<file path="src/rtl/hdmi_period_scheduler.sv">
// Raster timing and TMDS period labelling for the HDMI TX path; places upstream
// packets into horizontal blanking as data islands.
module hdmi_period_scheduler #(
    parameter int H_ACTIVE = 1280,
    parameter int H_FP     = 110,
    parameter int H_SYNC   = 40,
    parameter int H_BP     = 220,
    parameter int V_ACTIVE = 720,
    parameter int V_FP     = 5,
    parameter int V_SYNC   = 5,
    parameter int V_BP     = 20,
    parameter bit SYNC_POS = 1'b1,
    parameter int DI_START = 1284,
    parameter int MAX_PKTS = 18
) (
    input  logic        clk_i,
    input  logic        reset,
    input  logic        pkt_valid,
    output logic        pkt_ready,
    output logic [4:0]  pkt_px,
    output logic [2:0]  mode,
    output logic [3:0]  ctl,
    output logic        hsync,
    output logic        vsync,
    output logic        de,
    output logic [10:0] h_cnt,
    output logic [9:0]  v_cnt
);

    localparam int H_TOTAL = H_ACTIVE + H_FP + H_SYNC + H_BP;
    localparam int V_TOTAL = V_ACTIVE + V_FP + V_SYNC + V_BP;
    localparam int FIT_RAW = (H_TOTAL - DI_START - 34) / 32;
    localparam int FIT     = (MAX_PKTS < FIT_RAW) ? MAX_PKTS : FIT_RAW;

    localparam logic [10:0] H_LAST  = 11'(H_TOTAL - 1);
    localparam logic [10:0] H_ACT_L = 11'(H_ACTIVE);
    localparam logic [10:0] HS_BEG  = 11'(H_ACTIVE + H_FP);
    localparam logic [10:0] HS_END  = 11'(H_ACTIVE + H_FP + H_SYNC);
    localparam logic [10:0] VP_BEG  = 11'(H_TOTAL - 10);
    localparam logic [10:0] VG_BEG  = 11'(H_TOTAL - 2);
    localparam logic [10:0] DI_H    = 11'(DI_START);
    localparam logic [9:0]  V_LAST  = 10'(V_TOTAL - 1);
    localparam logic [9:0]  V_ACT_L = 10'(V_ACTIVE);
    localparam logic [9:0]  VS_BEG  = 10'(V_ACTIVE + V_FP);
    localparam logic [9:0]  VS_END  = 10'(V_ACTIVE + V_FP + V_SYNC);
    localparam logic [4:0]  FIT_L   = 5'(FIT);

    // Output period codes
    localparam logic [2:0] M_CTRL     = 3'd0;
    localparam logic [2:0] M_VID_PRE  = 3'd1;
    localparam logic [2:0] M_VID_GB   = 3'd2;
    localparam logic [2:0] M_VIDEO    = 3'd3;
    localparam logic [2:0] M_DI_PRE   = 3'd4;
    localparam logic [2:0] M_DI_GBL   = 3'd5;
    localparam logic [2:0] M_DI_DATA  = 3'd6;
    localparam logic [2:0] M_DI_GBT   = 3'd7;

    // Island FSM states
    localparam logic [2:0] S_IDLE = 3'd0;
    localparam logic [2:0] S_PRE  = 3'd1;
    localparam logic [2:0] S_GBL  = 3'd2;
    localparam logic [2:0] S_DATA = 3'd3;
    localparam logic [2:0] S_GBT  = 3'd4;

    if (DI_START < H_ACTIVE) begin : g_bad_di_start
        $error("DI_START must not fall inside active video");
    end
    if (FIT < 1) begin : g_bad_fit
        $error("no data-island packet fits in horizontal blanking");
    end

    logic        run;
    logic [2:0]  di_state;
    logic [2:0]  di_cnt;
    logic [4:0]  slot;

    logic [10:0] h_n;
    logic [9:0]  v_n;
    logic [9:0]  v_after;
    logic        next_line_act;
    logic        video_n;

    logic [2:0]  st_n;
    logic [2:0]  cnt_n;
    logic [4:0]  slot_n;
    logic [4:0]  px_n;
    logic        ready_n;

    logic [2:0]  mode_n;
    logic [3:0]  ctl_n;
    logic        hsync_n;
    logic        vsync_n;

    // The first edge after reset reloads pixel (0,0) so line 0 starts as video
    // without a preamble; counting proceeds from the second edge on.
    always_comb begin
        h_n = h_cnt;
        v_n = v_cnt;
        if (!run) begin
            h_n = '0;
            v_n = '0;
        end else if (h_cnt == H_LAST) begin
            h_n = '0;
            v_n = (v_cnt == V_LAST) ? '0 : v_cnt + 10'd1;
        end else begin
            h_n = h_cnt + 11'd1;
        end
    end

    always_comb begin
        v_after       = (v_n == V_LAST) ? '0 : v_n + 10'd1;
        next_line_act = (v_after < V_ACT_L);
        video_n       = (h_n < H_ACT_L) && (v_n < V_ACT_L);
        hsync_n       = ((h_n >= HS_BEG) && (h_n < HS_END)) ? SYNC_POS : ~SYNC_POS;
        vsync_n       = ((v_n >= VS_BEG) && (v_n < VS_END)) ? SYNC_POS : ~SYNC_POS;
    end

    always_comb begin
        st_n    = di_state;
        cnt_n   = di_cnt;
        slot_n  = slot;
        px_n    = '0;
        ready_n = 1'b0;
        case (di_state)
            S_IDLE: begin
                if (run && (h_n == DI_H) && pkt_valid) begin
                    st_n  = S_PRE;
                    cnt_n = '0;
                end
            end
            S_PRE: begin
                if (di_cnt == 3'd7) begin
                    st_n  = S_GBL;
                    cnt_n = '0;
                end else begin
                    cnt_n = di_cnt + 3'd1;
                end
            end
            S_GBL: begin
                if (di_cnt == 3'd1) begin
                    st_n    = S_DATA;
                    slot_n  = '0;
                    ready_n = 1'b1;
                end else begin
                    cnt_n = di_cnt + 3'd1;
                end
            end
            S_DATA: begin
                if (pkt_px == 5'd31) begin
                    if (pkt_valid && ((slot + 5'd1) < FIT_L)) begin
                        slot_n  = slot + 5'd1;
                        ready_n = 1'b1;
                    end else begin
                        st_n  = S_GBT;
                        cnt_n = '0;
                    end
                end else begin
                    px_n = pkt_px + 5'd1;
                end
            end
            S_GBT: begin
                if (di_cnt == 3'd1) begin
                    st_n = S_IDLE;
                end else begin
                    cnt_n = di_cnt + 3'd1;
                end
            end
            default: st_n = S_IDLE;
        endcase
    end

    always_comb begin
        mode_n = M_CTRL;
        if (video_n) begin
            mode_n = M_VIDEO;
        end else begin
            case (st_n)
                S_PRE:   mode_n = M_DI_PRE;
                S_GBL:   mode_n = M_DI_GBL;
                S_DATA:  mode_n = M_DI_DATA;
                S_GBT:   mode_n = M_DI_GBT;
                default: begin
                    if (next_line_act && (h_n >= VG_BEG)) begin
                        mode_n = M_VID_GB;
                    end else if (next_line_act && (h_n >= VP_BEG)) begin
                        mode_n = M_VID_PRE;
                    end
                end
            endcase
        end
        case (mode_n)
            M_VID_PRE: ctl_n = 4'b0001;
            M_DI_PRE:  ctl_n = 4'b0101;
            default:   ctl_n = 4'b0000;
        endcase
    end

    always_ff @(posedge clk_i or posedge reset) begin
        if (reset) begin
            run       <= 1'b0;
            h_cnt     <= '0;
            v_cnt     <= '0;
            di_state  <= S_IDLE;
            di_cnt    <= '0;
            slot      <= '0;
            pkt_px    <= '0;
            pkt_ready <= 1'b0;
            mode      <= M_CTRL;
            ctl       <= '0;
            de        <= 1'b0;
            hsync     <= ~SYNC_POS;
            vsync     <= ~SYNC_POS;
        end else begin
            run       <= 1'b1;
            h_cnt     <= h_n;
            v_cnt     <= v_n;
            di_state  <= st_n;
            di_cnt    <= cnt_n;
            slot      <= slot_n;
            pkt_px    <= (st_n == S_DATA) ? px_n : 5'd0;
            pkt_ready <= ready_n;
            mode      <= mode_n;
            ctl       <= ctl_n;
            de        <= video_n;
            hsync     <= hsync_n;
            vsync     <= vsync_n;
        end
    end

endmodule

</file>
<file path="config.mk">
export PLATFORM = sky130hd
export DESIGN_NAME = hdmi_period_scheduler
export DESIGN_NICKNAME = d
export VERILOG_FILES = /design/src/rtl/hdmi_period_scheduler.sv
export SDC_FILE = /design/constraint.sdc
export NUM_CORES = 1
export LEC_CHECK = 0
export ABC_AREA = 1
export BUFFER_PORTS_ARGS = -buffer_cell sky130_fd_sc_hd__buf_2
export CAP_MARGIN = 20
export CORE_MARGIN = 5
export CORE_UTILIZATION = 36
export CTS_BUF_LIST = sky130_fd_sc_hd__clkbuf_2
export CTS_CLUSTER_DIAMETER = 120
export CTS_CLUSTER_SIZE = 28
export DETAILED_ROUTE_END_ITERATION = 6
export GPL_ROUTABILITY_DRIVEN = 0
export PLACE_DENSITY = 0.57
export SLEW_MARGIN = 10
export SYNTH_ARGS = -nofsm -noshare
export SYNTH_HDL_FRONTEND = slang
export SYNTH_SLANG_ARGS = --single-unit
</file>
<file path="constraint.sdc">
create_clock -name clk_i -period 2.1 [get_ports clk_i]
set_input_delay 0.42 -clock clk_i [delete_from_list [all_inputs] [get_ports clk_i]]
set_output_delay 0.42 -clock clk_i [all_outputs]
set_load 0.005 [all_outputs]
</file>
==> results of run 1 <==
==> power groups by stage <==
| stage | registers (mW) | logic (mW) | clock network (mW) |
|---|---|---|---|
| 2_1_floorplan | 0.934 | 0.0609 | 0 |
| 3_3_place_gp | 0.936 | 0.0854 | 0 |
| 3_5_place_dp | 0.937 | 0.0864 | 0 |
| 4_1_cts | 0.921 | 0.0989 | 0.650 |
| 5_1_grt | 0.925 | 0.131 | 0.682 |
| 6_report | 0.924 | 0.117 | 0.630 |
==> cell families after synthesis <==
group | share of synthesized area, %
other cells | 0.254
compound gates | 6.44
flops | 39.8
fa+ha+maj | 4.23
buf+inv | 11.6
xor+xnor | 4.45
simple gates | 33.2
==> metrics by stage <==
| stage | cell area, um^2 | TNS, ns | util, % |
|---|---|---|---|
| after global placement | 3370 | -0.173 | 41.7 |
| after detailed placement | 3370 | -0.421 | 41.7 |
| after CTS | 3590 | 0 | 44.3 |
| final | 3860 | 0 | 47.7 |
| after floorplan | 2960 | 0 | - |
| after global routing | 3860 | -0.811 | 47.7 |
==> timing repair <==
action | 4_1_cts | 5_1_grt
gates cloned | 0 | 0
gates resized for setup | 7 | 54
endpoints found under the hold margin | 18 | 0
pin swaps | 3 | 25
buffers inserted | 11 | 9
hold buffers | 1 | 0
endpoints found under the setup margin | 7 | 12
==> per-layer routing <==
| metal | wire (um) | vias to the layer above |
|---|---|---|
| met1 | 3470 | 1285 |
| met5 | 0 | - |
| met3 | 335 | 6 |
| met2 | 3820 | 58 |
| met4 | 61 | 0 |
| li1 | - | 1427 |
==> cell type report <==
cell class | count | area [um^2]
clock buffers | 6 | 30.0
clock inverters | 2 | 60.1
fillers | 814 | 4240
inverters | 77 | 289
multi-input cells | 279 | 1670
flip-flops and latches | 47 | 1180
well taps | 105 | 131
repair buffers | 78 | 495
==> cell usage in the layout, fill, tap and decap left out, types with 2 or more instances in the layout <==
cell       instances
a21oi_1            9
a21oi_2            3
buf_2             37
buf_4             40
bufinv_16          2
clkbuf_2           6
conb_1             3
dfrtp_1           42
dfrtp_2            5
ha_1               8
ha_4               2
inv_1             70
inv_2              7
nand2_1           87
nand2_2           12
nand2_4            3
nand3_1           29
nand3_2            7
nand4_1           11
nor2_1            37
nor2_2            11
nor2_4             8
nor3_1             5
o21ai_0           10
o21ai_1            3
o21ai_2            3
o22ai_1            3
xnor2_1            2
xor2_1             8
xor2_2             3
==> flip-flops by register name (all words and copies together) (netlist names) <==
signal,cells
pkt_px,5
slot,5
v_cnt,10
mode,3
h_cnt,11
ctl,2
di_cnt,3
di_state,3
vsync,1
de,1
pkt_ready,1
run,1
hsync,1
==> critical path, delay by kind of cell, from the launching register on <==
family | cells | cell delay (ns)
fa+ha+maj | 1 | 0.15
buf+inv | 4 | 0.34
simple gates | 10 | 1.01
compound gates | 1 | 0.07
flops | 1 | 0.46
==> worst max-delay path by stage <==
stage,from,end
after global routing,v_cnt[1]$_DFF_PP0_,mode[0]$_DFF_PP0_
after global placement,h_cnt[1]$_DFF_PP0_,mode[0]$_DFF_PP0_
after CTS,h_cnt[9]$_DFF_PP0_,mode[0]$_DFF_PP0_
after detailed placement,h_cnt[1]$_DFF_PP0_,mode[0]$_DFF_PP0_
after floorplan,h_cnt[1]$_DFF_PP0_,mode[0]$_DFF_PP0_
final,h_cnt[1]$_DFF_PP0_,mode[0]$_DFF_PP0_
==> impl_metrics.ini, run 1 <==
[run_status]
status = finished clean

[placed_design]
io_buffers = 37
dp.cells = 565
dp_hpwl_um = 5730
preCtsSetupSlack_ns = -0.143

[clock_network]
cts-buffers-inserted = 5
worstSkewPairLatency_ns = 0.43
clk_pin_slew_worst_paths_ns = 0.26
cts_buffer_depth = 2
htree_levels = 2
clock_sinks = 47
root_buffer = clkbuf_2
cts_tree = yes

[timing]
setup_viol = 0
whs_ns = 0.486
drv_slew = 0
finalWorstSetupSlack_ns = 0.00772
rsz0062_at_grt = yes
finalClockSkew_ns = 0.0327
fmax_mhz = 478
period_needed_ns = 2.09
period_share_pct = 99.6
finalHoldViolCount = 0

[floorplanning]
rows = 33
dieArea_um2 = 10100
floorplan.initialDensity_pct = 36.5
io_pins = 40
die_h_um = 101
fp.dieW_um = 101
core_um2 = 8090

[drt]
routed_wl_um = 7680
antenna_left = 0
viasPerCell = 4.67
dr.pass1.iters = 4
vias = 2776
wl_per_cell_um = 12.9
drc = 0
drtIter0Drc = 93

[critical_path]
path_max_fanout = 3
rr_startpoint = h_cnt[1]$_DFF_PP0_
ff2ff_setup_slack_ns = 0.008
slowest_stage = dfrtp_1
reg2regPathDepth = 16
worst_ep_arrival_time_ns = 2.46
startpoint_type = flip-flop
crit_chain = inv_2 > ha_4 > inv_1 > nor2_1 > nand2_1 > nor2_2 > buf_4 > nand2_1 > nand3_1 > inv_1 > nand3_1 > a21oi_2 > nand2_1 > nand3_2 > nand4_1 > nand2_1
timing_worst_setup_path_type = reg -> reg
cp-end-kind = flip-flop
cp_common_cell = nand2_1
reg2reg_to = mode[0]$_DFF_PP0_
slowest_delay_ns = 0.46
cp.required_ns = 2.47

[grt]
grt_pass1_wl_um = 12800
grt_antenna_before_repair = 0
grt_max_degree = 21
overflow = 0
grt_pass1_vias = 2707
use_met1_pct = 20.5
grt.busiest_layer = met2
met2_usage_pct = 27.0
met3_usage_pct = 2.70
track_usage_pct = 15.7

[power]
switchingPower_uw = 381
p_seq_share_pct = 55.3
p_leak_nw = 2.04
vdd_ir_drop_max_uv = 338
clkPwrFrac_pct = 37.7
switching_share_pct = 22.8
combPwrFrac_pct = 7.0
internal_power_mw = 1.29
pwr_density_cell_nw_per_um2 = 433
fin_total_pwr_mw = 1.67

[finish]
drive_gt1_share_pct = 32.1
syn_to_final_growth_pct = 30.5
fin_nets = 501
diodes = 0
stdcell_count = 594

[yosys]
synthCells = 406
yosys.area.top_type = dfrtp_1
yosysWarnings = 0
yosysMostFrequentCell = nand2_1
ys_seq_area_share_pct = 39.8
synth.area.top_cells = dfrtp_1, nand2_1, inv_1
avgSynthCellArea_um2 = 7.28
synth_top_cell_area_share_pct = 39.8
synth_edf_count = 0
ys.flop_type = dfrtp_1
synth-seq-cells = 47
synth.distinct_cells = 32
ys_async_sr_fraction_pct = 100
ys_top_cells_by_count = nand2_1, inv_1, nor2_1
syn_area_um2 = 2960

[job]
maxCapViolations = 0

[hold_path]
holdCritPathClass = in -> async
Note: power is estimated with default switching activity, not from simulation.
==> inputs of run 2 (changes only) <==
==> constraint.sdc (replaced) <==
create_clock -name clk_i -period 2.1 [get_ports clk_i]
set_input_delay 0.105 -clock clk_i [delete_from_list [all_inputs] [get_ports clk_i]]
set_output_delay 0.105 -clock clk_i [all_outputs]
set_load 0.005 [all_outputs]
==> run 2 against run 1 <==
Compared with the run above: the flow now finishes with violations (negative setup slack); sequential power about the same; first-iteration DRC count up 27%; clock skew down 0.0082 ns; non-clock buffer count down 2; cell area down 1.7%; sequential share of layout area up 0.46 points; register-to-register slack about the same; sequential cell count unchanged; core utilization down 0.80 points; count of clock-buffer cells in the layout down 1; hold slack worse by 0.28 ns; largest cell class unchanged; highest routed layer unchanged.
==> impl_metrics.ini, run 2 (synthesis results as in run 1) <==
[timing]
rsz0062_at_grt = yes
whs_ns = 0.211
drv_slew = 0
finalHoldViolCount = 0
setup_viol = 1
period_share_pct = 100
tightest_slew_ns = 0.543
finalWorstSetupSlack_ns = -0.00267
finalClockSkew_ns = 0.0246
period_needed_ns = 2.10
relSlewSlack_pct = 63.7
fmax_mhz = 476

[grt]
overflow = 0
grt_antenna_before_repair = 0
grt_max_degree = 27
grt_pass1_wl_um = 12700
grt_pass1_vias = 2706
track_usage_pct = 15.4

[drt]
routed_wl_um = 7540
antenna_left = 0
drc = 0
wl_per_cell_um = 12.8
viasPerCell = 4.81
dr.pass1.iters = 4
drtIter0Drc = 118
vias = 2841

[power]
vdd_ir_drop_max_uv = 201
pwr_density_cell_nw_per_um2 = 372
p_leak_nw = 2.00

[critical_path]
worst-path-buf-inv = 2
cp_common_cell = nand2_1
crit_chain = inv_1 > ha_2 > nand2_2 > nor2_4 > inv_2 > nor2_4 > nand3_2 > nand2_2 > nand2_2 > nor2_4 > nand2_1 > nand2_1 > nand2_1 > nand2_1 > nand3_2 > nand4_1 > nand2_1
cp.required_ns = 2.47
slowest_stage = dfrtp_1
worst_ep_arrival_time_ns = 2.47
startpoint_type = flip-flop
path_max_fanout = 4
timing_worst_setup_path_type = reg -> reg
slowest_delay_ns = 0.45
cp-end-kind = flip-flop
ff2ff_setup_slack_ns = -0.003
critPathTopFamily = simple AND/OR/NAND/NOR gates

[placed_design]
io_buffers = 37
dp_hpwl_um = 5670

[run_status]
violations = negative setup slack
status = finished with violations

[clock_network]
worstSkewPairLatency_ns = 0.43
clock_sinks = 47
htree_levels = 2
root_buffer = clkbuf_2
cts_buffer_depth = 2
clk_pin_slew_worst_paths_ns = 0.26
cts_tree = yes
cts-buffers-inserted = 5

[floorplanning]
dieArea_um2 = 10100
floorplan.initialDensity_pct = 36.5
io_pins = 40
fp.dieW_um = 101
core_um2 = 8090
rows = 33
die_h_um = 101

[finish]
drive_gt1_share_pct = 32.1
top_register = h_cnt
syn_to_final_growth_pct = 28.3
largest_reg_flops = 11
final_cell_mix = nand2_1, inv_1, dfrtp_1, nor2_1, buf_2
reg_top3 = h_cnt (11), v_cnt (10)
fin_nets = 499
layout_commonest_cell = nand2_1
diodes = 0
final_util_pct = 46.9

[hold_path]
holdCritPathClass = in -> async

[job]
maxCapViolations = 0
==> run 2: power breakdown <==
| group | total (mW) | internal (mW) | switching [mW] |
|---|---|---|---|
| registers | 0.923 | 0.913 | 0.00999 |
| logic | 0.102 | 0.0405 | 0.0613 |
| clock network | 0.386 | 0.0766 | 0.309 |
==> run 2: cell type report <==
class,instances,area (um^2)
inverters,77,289
repair buffers,76,504
well taps,105,131
clock buffers,5,25.0
clock inverters,2,13.8
multi-input cells,279,1650
flip-flops and latches,47,1180
fillers,836,4300
==> run 2: worst paths after layout <==
path,startpoint,endpoint,cells past startpoint
max,h_cnt[1]$_DFF_PP0_,ctl[0]$_DFF_PP0_,17
max in group asynchronous,reset,hsync$_DFF_PP0_,4
min reg2reg,pkt_px[0]$_DFF_PP0_,pkt_px[0]$_DFF_PP0_,1
max reg2reg,h_cnt[1]$_DFF_PP0_,ctl[0]$_DFF_PP0_,17
min in group clk_i,pkt_valid,pkt_ready$_DFF_PP0_,4
min,reset,run$_DFF_PP0_,3
==> run 2: tightest hold or removal path: stages <==
cell,delay (ns)
dlygate4sd3_1,0.53
buf_2,0.12
inv_2,0.39
==> run 2: routing by layer <==
metal | GRT usage (%) | share of wire [%] | vias up
met5 | 0 | 0 | -
met4 | 3.83 | 1.2 | 0
met3 | 2.56 | 3.3 | 9
met2 | 25.6 | 50 | 48
met1 | 20.9 | 45 | 1358
li1 | - | - | 1426
==> run 2: through the flow <==
step / power, mW / cells / area (um^2) / setup slack, ns / setup TNS, ns
global placement: 1.02 / 569 / 3410 / -0.0638 / -0.120
global route: 1.48 / 591 / 3790 / -0.194 / -1.14
detailed placement: 1.02 / 569 / 3410 / -0.0565 / -0.106
CTS: 1.41 / 577 / 3470 / -0.000858 / -0.000858
finish: 1.41 / 591 / 3790 / -0.00267 / -0.00267
floorplan: 0.995 / 407 / 2960 / 0.171 / 0
==> run 2: repair_timing <==
| item | 4_1_cts | 5_1_grt |
|---|---|---|
| setup endpoints to repair | 4 | 12 |
| endpoints found under the hold margin | 21 | 0 |
| gates resized for setup | 2 | 63 |
| setup buffers | 0 | 14 |
| hold buffers | 1 | 0 |
| pin swaps | 1 | 26 |
==> inputs of run 3 (changes only) <==
Settings changed: ABC_AREA 1 to unset.
==> run 3 against run 2 <==
Compared with the run above: the flow still finishes with violations (negative setup slack); first-iteration DRC count grew 23%; wire length is 24% higher; critical endpoint is now di_cnt[0]$_DFFE_PP0P_; fmax is 15% lower; register-to-register slack got worse by 0.36 ns; critical path type unchanged; largest power group unchanged; count of clock-buffer cells in the layout unchanged.
==> impl_metrics.ini, run 3 <==
[yosys]
synthCells = 353
synth-seq-cells = 47
avgSynthCellArea_um2 = 8.75
synth.distinct_cells = 67
ys_seq_area_share_pct = 38.1
ys.flop_type = dfrtp_1
yosysMostFrequentCell = dfrtp_1
synth_edf_count = 0
synth_top_cell_area_share_pct = 38.1
syn_area_um2 = 3090
yosysWarnings = 0
synth.area.top_cells = dfrtp_1, nor2_1, ha_1
ys_async_sr_fraction_pct = 100
ys_top_cells_by_count = dfrtp_1, nor2_1, nand2_1
yosys.area.top_type = dfrtp_1

[clock_network]
cts_tree = yes
cts_buffer_depth = 2
clk_pin_slew_worst_paths_ns = 0.25
clock_sinks = 47
worstSkewPairLatency_ns = 0.43
root_buffer = clkbuf_2
cts-buffers-inserted = 5
htree_levels = 2

[finish]
diodes = 0
seqCellArea_um2 = 1180
multi_input_area_um2 = 2080
layout_commonest_cell = buf_4
largest_reg_flops = 11
stdcell_area_um2 = 4600
syn_to_final_growth_pct = 48.9
top_register = h_cnt
reg_top3 = h_cnt (11), v_cnt (10)
final_util_pct = 55.4
drive_gt1_share_pct = 44.5
fin_nets = 506
fillers = 749
stdcell_count = 599
final_cell_mix = buf_4, dfrtp_1, buf_2, nor2_1, nand2_1

[critical_path]
rr_startpoint = h_cnt[7]$_DFF_PP0_
crit_end = di_cnt[0]$_DFFE_PP0P_
timing_worst_setup_path_type = reg -> reg
reg2reg_to = di_cnt[0]$_DFFE_PP0P_
worst_ep_arrival_time_ns = 2.83
reg2regPathDepth = 8
startpoint_type = flip-flop
startpoint = h_cnt[7]$_DFF_PP0_
cp.required_ns = 2.46
ff2ff_setup_slack_ns = -0.37
cp-end-kind = flip-flop
path_max_fanout = 5

[grt]
grt_max_degree = 21
grt_pass1_wl_um = 15300
grt_pass1_vias = 3181
grt_antenna_before_repair = 0
overflow = 0
track_usage_pct = 18.2

[timing]
drv_slew = 0
finalWorstSetupSlack_ns = -0.367
finalClockSkew_ns = 0.0299
period_share_pct = 117
fmax_mhz = 405
rsz0062_at_grt = yes
period_needed_ns = 2.47
finalHoldViolCount = 0
setup_viol = 12
setup-tns-final_ns = -2.92

[placed_design]
io_buffers = 37
dp.cells = 575
dp_hpwl_um = 6910
dpl_cell_area_um2 = 4110

[drt]
vias = 3210
drc = 0
antenna_left = 0
routed_wl_um = 9320
viasPerCell = 5.36
drtIter0Drc = 145
dr.pass1.iters = 4
wl_per_cell_um = 15.6

[power]
vdd_ir_drop_max_uv = 286
p_leak_nw = 2.11
pwr_density_cell_nw_per_um2 = 337

[floorplanning]
floorplan.initialDensity_pct = 37.2
rows = 33
io_pins = 40
core_um2 = 8300
fp.dieW_um = 103
dieArea_um2 = 10500
die_h_um = 103

[run_status]
violations = negative setup slack
status = finished with violations

[hold_path]
holdCritPathClass = in -> async

[job]
maxCapViolations = 0
## run 3: cell count changes in the layout (fill, tap and decap cells not counted), moves of 8 or more
cell / previous run / this run
buf_4: 34 / 106
nand2_1: 83 / 23
inv_1: 71 / 14
nand2_2: 16 / 0
nand3_2: 12 / 1
nor2_2: 11 / 0
nor2_4: 8 / 0
## run 3: where the power goes
group	internal [mW]	leakage (nW)	total, mW	switching (mW)
clock network	0.196	0.0404	0.492	0.296
registers	0.913	0.627	0.921	0.00776
logic	0.0609	1.45	0.136	0.0754
## run 3: layout make-up
class / count / share of cell area [%]
Clock buffer: 5 / 0.544
Clock inverter: 3 / 0.844
Inverter: 16 / 1.31
Multi-Input combinational cell: 272 / 45.3
Sequential cell: 47 / 25.7
Tap cell: 105 / 2.86
Timing Repair Buffer: 151 / 23.5
## run 3: worst min path at each step
stage                     start               endpoint  slack, ns  depth (start not counted)
final                     reset  di_cnt[0]$_DFFE_PP0P_       0.18                          3
after global routing      reset  di_cnt[0]$_DFFE_PP0P_       0.15                          3
after CTS                 reset  di_cnt[0]$_DFFE_PP0P_       0.18                          3
after detailed placement  reset      mode[2]$_DFF_PP0_       0.15                          2
after global placement    reset  di_cnt[0]$_DFFE_PP0P_       0.15                          2
after floorplan           reset       ctl[0]$_DFF_PP0_       0.41                          1
## run 3: logic make-up (layout without fill, tap and decap cells)
group,after synthesis,after routing,share of synthesized area [%]
AND/OR/NAND/NOR,153,153,27.2
AO/OA/AOI/OAI,84,84,19.2
flip-flops,47,47,38.1
buffers and inverters,35,175,4.74
XOR/XNOR,19,19,5.39
adder cells (fa/ha/maj),10,10,4.05
multiplexers,3,3,1.05
other,2,3,0.243
## run 3: routing by layer
| metal | track usage [%] | vias to the layer above | share of wire, % |
|---|---|---|---|
| met5 | 0 | - | 0 |
| met4 | 5.75 | 0 | 2.5 |
| met3 | 2.71 | 21 | 3.9 |
| met2 | 31.3 | 63 | 50 |
| met1 | 23.5 | 1552 | 43 |
| li1 | - | 1574 | - |
## run 3: what timing repair did
item                                   CTS  global route
buffers inserted                         9             6
setup endpoints to repair               15            17
endpoints found under the hold margin   18             0
gates resized for setup                 34            34
pin swaps                               14            21
hold buffers                             1             0
## run 3: worst max-delay path, stage by stage (launching register included)
cell      delay [ns]
dfrtp_1         0.43
or4b_4          0.60
o31ai_4         0.35
a311oi_2        0.11
nand4_1         0.18
a21oi_2         0.08
a21oi_2         0.22
buf_4           0.16
mux2_4          0.28
## run 3: per-stage QoR
| stage | hold slack (ns) | setup WS, ns | power, mW |
|---|---|---|---|
| floorplan | 0.412 | -0.235 | 0.991 |
| global placement | 0.148 | -0.371 | 1.05 |
| detailed placement | 0.153 | -0.386 | 1.05 |
| CTS | 0.181 | -0.320 | 1.56 |
| global route | 0.155 | -0.465 | 1.63 |
| finish | 0.182 | -0.367 | 1.55 |
